File: src/rtl/lfsr_checker_sat_counter.sv
// Saturating up-counter with synchronous clear that wins over a coincident increment.
module sat_counter #(
   parameter int CNT_W = 32
) (
   input  logic             clock,
   input  logic             reset,
   input  logic             inc,
   input  logic             clr,
   output logic [CNT_W-1:0] count
);

   always_ff @(posedge clock or negedge reset) begin
      if (!reset) begin
         count <= '0;
      end else if (clr) begin
         count <= '0;
      end else if (inc && (count != '1)) begin
         count <= count + 1'b1;
      end
   end

endmodule

File: config.mk
export PLATFORM = sky130hd
export DESIGN_NAME = sat_counter
export DESIGN_NICKNAME = d
export VERILOG_FILES = /design/src/rtl/lfsr_checker_sat_counter.sv
export SDC_FILE = /design/constraint.sdc
export NUM_CORES = 1
export LEC_CHECK = 0
export BUFFER_PORTS_ARGS = -buffer_cell sky130_fd_sc_hd__buf_2
export CELL_PAD_IN_SITES_DETAIL_PLACEMENT = 1
export CELL_PAD_IN_SITES_GLOBAL_PLACEMENT = 1
export CORE_MARGIN = 1.5
export CORE_UTILIZATION = 45
export CTS_CLUSTER_SIZE = 28
export DETAILED_ROUTE_END_ITERATION = 8
export PLACE_DENSITY_LB_ADDON = 0.1
export SETUP_SLACK_MARGIN = 0.05
export SYNTH_ARGS = -nofsm -noshare
export SYNTH_HDL_FRONTEND = slang
export SYNTH_SLANG_ARGS = --single-unit
File: constraint.sdc
create_clock -name clock -period 4.7 [get_ports clock]
set_clock_uncertainty 0.2 [all_clocks]
set_input_delay 0.94 -clock clock [delete_from_list [all_inputs] [get_ports clock]]
set_output_delay 0.94 -clock clock [all_outputs]
set_load 0.05 [all_outputs]
==> flow_summary.toml, run 1 <==
[route]
first_pass_iters = 4
first_iter_violations = 53
ant_nets = 0
drcViolationCount = 0
drt-total-wl_mm = 4.739
vias_per_cell = 5.729
wl_per_cell_um = 16.69
via_count = 1627

[sta]
report.final.slew_viol_count = 0
tightest_slew_ns = 0.7327
min_period_over_period_pct = 56.72
min_period_ns = 2.666
finalHoldWorstSlack_ns = 0.3934
max-slew-margin-rel_pct = 51.15
hold_viol_final = 0
grt_setup_unrepaired = "false"
max_freq_ghz = 0.3751
finalSetupViolations = 0
finalSetupTns_ns = 0

[worst_setup_path]
worstSetupEndpointType = "flop"
r2r-start = "count[0]"
ff2ff_setup_slack_ns = 2.03
cp_top_family = "simple AND/OR/NAND/NOR gates"
crit_buf_inv = 0
start_kind = "flop"
max_stage_delay_ns = 0.54
rr_worst_depth = 6
rr_endpoint = "count[19]"
timing_worst_setup_path_type = "reg2reg"
cp_max_fo = 19
crit_required_ns = 4.67
crit_arrival_ns = 2.64
cp_slowest_cell = "a21o_1"
cp_cell_sequence = "ha_1 -> nand4_1 -> nor4_2 -> a21o_1 -> nor3_1 -> mux2_2"

[hold_path]
whs_path_depth = 2
hold_start = "count[25]"
whs_endpoint = "count[25]"
hold_path.class = "reg2reg"

[power_and_ir_drop]
power.density_mw_per_mm2 = 263.6
seqPwrFrac_pct = 48.9
p_leak_nw = 0.9899
p_int_w = 0.0004412
switchingPower_w = 0.0001299
power_frac_comb_pct = 5.3
swShare_pct = 22.75
vdd_drop_max_mv = 0.1620
pwr-share-clk_pct = 45.8

[die]
start_util_pct = 46.69
boundaryPins = 36
die_w_um = 67.19
fp.coreArea_mm2 = 0.003971
fp.dieH_um = 67.19
die_area_mm2 = 0.004515
rows = 23

[final_layout]
drive_above_1_share_pct = 24.79
largest_register = "count"
antennaDiodeCount = 0
fin_nets = 238
utilization_pct = 54.57
largestRegisters = "count: 32 flops"
largest_register_ffs = 32
final_cell_mix = "buf_2 (35), dfrtp_1 (32), nor2_1 (26), nand3_1 (12)"
final_common_cell = "buf_2"
syn2layout_area_growth_pct = 16.87
fillerInstances = 476

[clock_network]
cts.repair.resized = 0
cts_buffers = 5
insertion_delay_ns = 0.28
cts_root_buffer = "clkbuf_8"
cts.clk_slew.worst_paths_ns = 0.07
cts_buffer_depth = 2
cts_hold_buf = 0
htree_levels = 2
cts.sink_count = 32
post_cts_buffers = 0
cts_tree = "done"

[synthesis]
synth.cell_area_mm2 = 0.001854
synth-seq-cells = 32
syn_avg_cell_area_um2 = 9.365
syn_nets = 203
synth_edf_count = 0
synthCells = 198
synth_ff_type = "dfrtp_1"
synth_top_area_cell = "dfrtp_1"
synth_top_area_share_pct = 43.18
yosysWarnings = 0
synthTopCellsByArea = "dfrtp_1 (43%), nor2_1 (5.3%), xnor2_1 (4.7%)"
yosysUniqueCellTypes = 42
synth-seq-area-share_pct = 43.18
async_reset_ff_share_pct = 100.0

[outcome]
status = "complete, no violations"

[place]
port_buffers = 35
place_hpwl_mm = 3.376
gp_congestion = 0.7619

[flow_run]
maxCapViolations = 0

[global_routing]
first_global_vias = 1603
grt_max_degree = 41
grt_first_pass_wirelength_mm = 7.983
grt.overflow.total = 0
grt_use_total_pct = 23.58
antenna_found_initial = 0
==> cell families after synthesis <==
kind of cell | count (synthesis) | share of synthesized area (%)
adder cells (fa/ha/maj) | 1 | 0.6747
multiplexers | 7 | 4.386
flip-flops | 32 | 43.18
buffers and inverters | 14 | 3.172
XOR/XNOR | 13 | 6.140
AO/OA/AOI/OAI | 32 | 11.94
AND/OR/NAND/NOR | 99 | 30.50
==> per-stage QoR <==
step	cell area [um^2]	power, W	std cells	worst slack [ns]
2_1_floorplan	1854	0.0003030	198	2.191
3_3_place_gp	2059	0.0003139	276	1.936
3_5_place_dp	2059	0.0003154	276	1.845
4_1_cts	2167	0.0005804	284	2.021
5_1_grt	2167	0.0005966	284	1.856
6_report	2167	0.0005712	284	2.034
==> worst reg2reg max path: stages (launching register included) <==
cell and delay, ns:
dfrtp_1 0.42, ha_1 0.27, nand4_1 0.26, nor4_2 0.44
a21o_1 0.54, nor3_1 0.13, mux2_2 0.30
==> area by class of cell <==
type                            count  area [um^2]  share of cell area (%)
Tap cell                           50        62.56                   2.887
Sequential cell                    32        800.8                   36.95
Inverter                            7        26.28                   1.212
Timing Repair Buffer               35        175.2                   8.083
Clock buffer                        6        72.57                   3.349
Clock inverter                      2        35.03                   1.617
Multi-Input combinational cell    152        994.7                   45.90
==> metal layers <==
layer	track usage (%)	part of all wire, %	vias up
li1	-	-	782
met1	29.28	45	813
met2	40.10	51	26
met3	5.500	3.0	6
met4	8.163	1.3	0
met5	0	0	-
==> cell usage after synthesis (3+ instances only) <==
master / n
a21o_1: 3
nor4_1: 4
and3_1: 7
nor2b_1: 6
nand2_1: 11
or4_1: 3
nor2_1: 26
xor2_1: 3
nor3_1: 4
a211oi_1: 5
nand3_1: 12
a21oi_1: 11
clkbuf_1: 4
o31ai_1: 3
o21ai_0: 4
xnor2_1: 10
mux2_2: 5
nand4_1: 6
and2_1: 3
inv_1: 7
dfrtp_1: 32
or3_1: 5
==> how the worst max path moves through the flow <==
stage | slack [ns] | cells past startpoint | to | start
after floorplan | 2.19 | 6 | count[3] | count[0]
after global placement | 1.94 | 6 | count[31] | inc
after detailed placement | 1.84 | 6 | count[31] | inc
after CTS | 2.02 | 6 | count[19] | count[0]
after global routing | 1.86 | 6 | count[17] | count[0]
final | 2.03 | 6 | count[19] | count[0]
==> power groups by stage <==
stage / combinational, W / sequential [W] / clock (W)
6_report: 0.0000302 / 0.000280 / 0.000261
5_1_grt: 0.0000335 / 0.000280 / 0.000283
4_1_cts: 0.0000309 / 0.000279 / 0.000270
3_5_place_dp: 0.0000306 / 0.000285 / 0
3_3_place_gp: 0.0000294 / 0.000284 / 0
2_1_floorplan: 0.0000122 / 0.000291 / 0
(Power assumes the default switching activity.)
==> inputs of run 2 (changes only) <==
Settings changed: ABC_AREA from default to 1, CORE_UTILIZATION 45 to 40.
Clock period 4.7 ns to 2.63 ns, I/O delays scaled along.
==> flow_summary.toml, run 2 <==
[clock_network]
cts.sink_count = 32
cts_tree = "done"
cts_hold_buf = 0
post_cts_buffers = 0
insertion_delay_ns = 0.29
cts.clk_slew.worst_paths_ns = 0.07
cts_buffers = 5
cts_root_buffer = "clkbuf_8"
cts_buffer_depth = 2
htree_levels = 2

[sta]
report.final.slew_viol_count = 0
hold_viol_final = 0
min_period_over_period_pct = 88.36
finalSetupViolations = 0
tightest_slew_ns = 0.8013
max_freq_ghz = 0.4303
max-slew-margin-rel_pct = 46.58
finalSetupTns_ns = 0
min_period_ns = 2.324
grt_setup_unrepaired = "false"

[flow_run]
maxCapViolations = 0

[place]
place_hpwl_mm = 5.181
gp_congestion = 0.8175
port_buffers = 35

[worst_setup_path]
cp_max_fo = 21
r2r-start = "count[1]"
crit_required_ns = 2.66
worstSetupEndpointType = "flop"
crit_arrival_ns = 2.35
timing_worst_setup_path_type = "reg2reg"
rr_worst_depth = 11
start_kind = "flop"
ff2ff_setup_slack_ns = 0.31
rr_endpoint = "count[28]"

[global_routing]
gr-max-usage-layer = "met2"
grt_use_total_pct = 25.02
grt_max_degree = 33
antenna_found_initial = 0
grt_first_pass_wirelength_mm = 11.56
use_met1_pct = 32.24
use_met3_pct = 3.882
first_global_vias = 2281
grt.overflow.total = 0
met2_usage_pct = 41.83

[route]
via_count = 2331
ant_nets = 0
drcViolationCount = 0
vias_per_cell = 5.134
drt-total-wl_mm = 7.072
first_iter_violations = 90
wl_per_cell_um = 15.58
first_pass_iters = 4

[final_layout]
largestRegisters = "count: 32 flops"
antennaDiodeCount = 0
final_cell_mix = "nand2_1 (135), nor2_1 (52), buf_2 (35), nand3_1 (34), dfrtp_1 (32)"
drive_above_1_share_pct = 16.23
fillerInstances = 765
largest_register = "count"
syn2layout_area_growth_pct = 13.78
fin_nets = 387
largest_register_ffs = 32
final_common_cell = "nand2_1"

[synthesis]
synth_common_cells = "nand2_1 (135), nor2_1 (52), nand3_1 (34)"
synthCells = 345
synth_top_area_cell = "dfrtp_1"
yosysUniqueCellTypes = 26
synth.most_common_cell = "nand2_1"
syn_avg_cell_area_um2 = 6.503
synth_edf_count = 0
synth_ff_type = "dfrtp_1"
synth-seq-area-share_pct = 35.69
synth.cell_area_mm2 = 0.002243
async_reset_ff_share_pct = 100.0
syn_nets = 350
synth-seq-cells = 32
synth_top_area_share_pct = 35.69
yosysWarnings = 0
synthTopCellsByArea = "dfrtp_1 (36%), nand2_1 (23%), nor2_1 (8.7%)"

[die]
die_w_um = 77.89
fp.coreArea_mm2 = 0.005473
fp.dieH_um = 77.89
boundaryPins = 36
rows = 27
start_util_pct = 40.99
die_area_mm2 = 0.006067

[power_and_ir_drop]
power.density_mw_per_mm2 = 370.5
p_leak_nw = 1.276
power_w = 0.0009456
vdd_drop_max_mv = 0.1712

[outcome]
status = "complete, no violations"

[hold_path]
hold_path.class = "in2async"
## run 2: stage by stage
step,utilization (%),instance area [um^2],hold WS (ns),std cells,setup slack [ns]
after floorplan,-,2243,0.03041,345,0.3996
after global placement,45.13,2470,0.3316,447,0.2209
after detailed placement,45.13,2470,0.3578,447,0.1648
after CTS,46.55,2547,0.1485,454,0.1467
after global routing,46.64,2552,0.1686,454,0.1285
final,46.64,2552,0.1204,454,0.3061
## run 2: layout make-up
class                      count  area, um^2  area share [%]
clock buffer                   6       72.57           2.843
clock inverter                 1       5.005          0.1961
inverter                      31       117.6           4.608
multi-input combinational    274        1269           49.71
sequential                    32       800.8           31.37
tap                           72       90.09           3.529
timing repair buffer          38       197.7           7.745
## run 2: power by group
part           switching [W]  internal, W
sequential        0.00000344     0.000494
combinational      0.0000557    0.0000114
clock               0.000200     0.000180
total               0.000260     0.000686
## run 2: worst max-delay path: stages, from the launching register on
cell	delay, ns
dfrtp_1	0.42
ha_1	0.22
nand2_2	0.08
nor2_4	0.18
nand2_4	0.11
nor2_8	0.17
nand2_4	0.09
nand2_8	0.10
nand2_4	0.17
clkinv_2	0.33
nand2_1	0.10
nand2_1	0.08
## run 2: cells by family after synthesis
group	after synthesis	share of synthesized area, %
buffers and inverters	39	7.919
AOI/OAI and AO/OA	19	4.351
adders and majority gates	1	0.5576
DFF	32	35.69
and+or+nand+nor	245	47.96
xor gates and xnor gates	9	3.513
## run 2: per-layer routing
metal / vias up / routed length (um)
li1: 1151 / -
met1: 1131 / 3316
met2: 41 / 3459
met3: 8 / 190
met4: 0 / 106
met5: - / 0
## run 2: worst max path at each step
stage	start	endpoint	slack (ns)	depth (start not counted)
finish	count[1]	count[28]	0.31	11
floorplan	count[1]	count[13]	0.40	12
detailed placement	count[1]	count[28]	0.16	8
CTS	count[1]	count[28]	0.15	8
global placement	count[1]	count[29]	0.22	8
global route	count[1]	count[28]	0.13	11
## run 2: repair_timing
| item | in CTS | in global routing |
|---|---|---|
| endpoints found under the setup margin | 0 | 14 |
| hold endpoints to repair | 0 | 0 |
| resized for setup | 0 | 2 |
==> inputs of run 3 (changes only) <==
Settings changed: CAP_MARGIN from default to 20, CTS_BUF_LIST from default to sky130_fd_sc_hd__clkbuf_8 sky130_fd_sc_hd__clkbuf_16, SLEW_MARGIN from default to 20.
==> flow_summary.toml, run 3 (synthesis results as in run 2) <==
[outcome]
status = "complete, no violations"

[clock_network]
cts.clk_slew.worst_paths_ns = 0.08
cts_buffer_depth = 2
cts.sink_count = 32
insertion_delay_ns = 0.29
cts_hold_buf = 0
htree_levels = 2
cts_tree = "done"
cts.repair.resized = 0
post_cts_buffers = 0
cts_buffers = 5
cts_root_buffer = "clkbuf_8"

[sta]
grt_setup_unrepaired = "false"
tightest_slew_ns = 0.8037
setup_ws_ns = 0.2119
finalSetupTns_ns = 0
hold_viol_final = 0
max-slew-margin-rel_pct = 46.42
max_freq_ghz = 0.4135
min_period_over_period_pct = 91.94
min_period_ns = 2.418
finalHoldWorstSlack_ns = 0.1189
report.final.slew_viol_count = 0
finalSetupViolations = 0

[route]
first_pass_iters = 4
vias_per_cell = 5.077
via_count = 2320
drt-total-wl_mm = 7.082
wl_per_cell_um = 15.50
first_iter_violations = 75
drcViolationCount = 0
ant_nets = 0

[die]
fp.coreArea_mm2 = 0.005473
fp.dieH_um = 77.89
rows = 27
die_area_mm2 = 0.006067
start_util_pct = 40.99
boundaryPins = 36
die_w_um = 77.89

[place]
place_ws_ns = 0.2303
port_buffers = 35
place_hpwl_mm = 5.246
gp_congestion = 0.8175

[final_layout]
fin_nets = 389
final_cell_mix = "nand2_1 (135), nor2_1 (52), buf_2 (36), nand3_1 (34), dfrtp_1 (32)"
drive_above_1_share_pct = 16.36
largestRegisters = "count: 32 flops"
multi_input_area_mm2 = 0.001265
largest_register = "count"
fillerInstances = 780
seqCellArea_um2 = 800.8
utilization_pct = 47.01
antennaDiodeCount = 0
largest_register_ffs = 32
final_common_cell = "nand2_1"
syn2layout_area_growth_pct = 14.67

[global_routing]
gr-max-usage-layer = "met2"
grt.overflow.total = 0
grt_first_pass_wirelength_mm = 11.71
grt_use_total_pct = 25.05
antenna_found_initial = 0
met2_usage_pct = 43.04
use_met1_pct = 32.63
use_met3_pct = 2.824
first_global_vias = 2310
grt_max_degree = 33

[worst_setup_path]
worstSetupEndpointType = "flop"
crit_required_ns = 2.66
start_kind = "flop"
crit_arrival_ns = 2.45
ff2ff_setup_slack_ns = 0.21
timing_worst_setup_path_type = "reg2reg"
cp_max_fo = 21
cp_slowest_cell = "dfrtp_1"
max_stage_delay_ns = 0.42
cp_cell_sequence = "ha_1 -> nand2_2 -> nor2_4 -> nand2_4 -> nor2_8 -> nand2_4 -> nand2_8 -> nand2_4 -> inv_2 -> nand2_1 -> nand2_1"
cp_common_cell = "nand2_4"

[power_and_ir_drop]
p_leak_nw = 1.298
power.density_mw_per_mm2 = 380.0
vdd_drop_max_mv = 0.1584

[flow_run]
maxCapViolations = 0

[hold_path]
hold_path.class = "in2async"
-- run 3: layout make-up --
class,count,area share [%]
inverter,31,4.523
multi-input combinational,274,49.17
timing repair buffer,40,8.171
tap,72,3.502
clock buffer,6,3.210
sequential,32,31.13
clock inverter,2,0.2918
-- run 3: final timing paths --
path | start | endpoint | depth (start not counted)
worst max-delay path | count[1] | count[25] | 11
worst min-delay path | reset | count[20] | 1
worst max register to register | count[1] | count[25] | 11
worst min register to register | count[1] | count[1] | 2
max in group asynchronous | reset | count[16] | 1
min in group clock | count[1] | count[1] | 2
-- run 3: per-layer routing --
layer,share of wire (%),vias to the layer above
met5,0,-
met4,1.4,0
met3,2.6,7
met2,49,32
met1,47,1123
li1,-,1158
-- run 3: worst max-delay path, delay by kind of cell, from the launching register on --
kind | cells | cell delay (ns)
DFF | 1 | 0.42
buffers and inverters | 1 | 0.39
adders and majority gates | 1 | 0.22
and+or+nand+nor | 9 | 1.11
-- run 3: power breakdown --
group	switching (W)	internal [W]	leakage, nW
sequential	0.00000336	0.000494	0.446
combinational	0.0000561	0.0000127	0.798
clock	0.000205	0.000206	0.0538
total	0.000264	0.000713	1.30
-- run 3: stage by stage --
stage / power, W / cell area (um^2) / instances
floorplan: 0.0005512 / 2243 / 345
global placement: 0.0005746 / 2470 / 447
detailed placement: 0.0005776 / 2482 / 449
CTS: 0.0009850 / 2572 / 457
global route: 0.001002 / 2572 / 457
finish: 0.0009776 / 2572 / 457
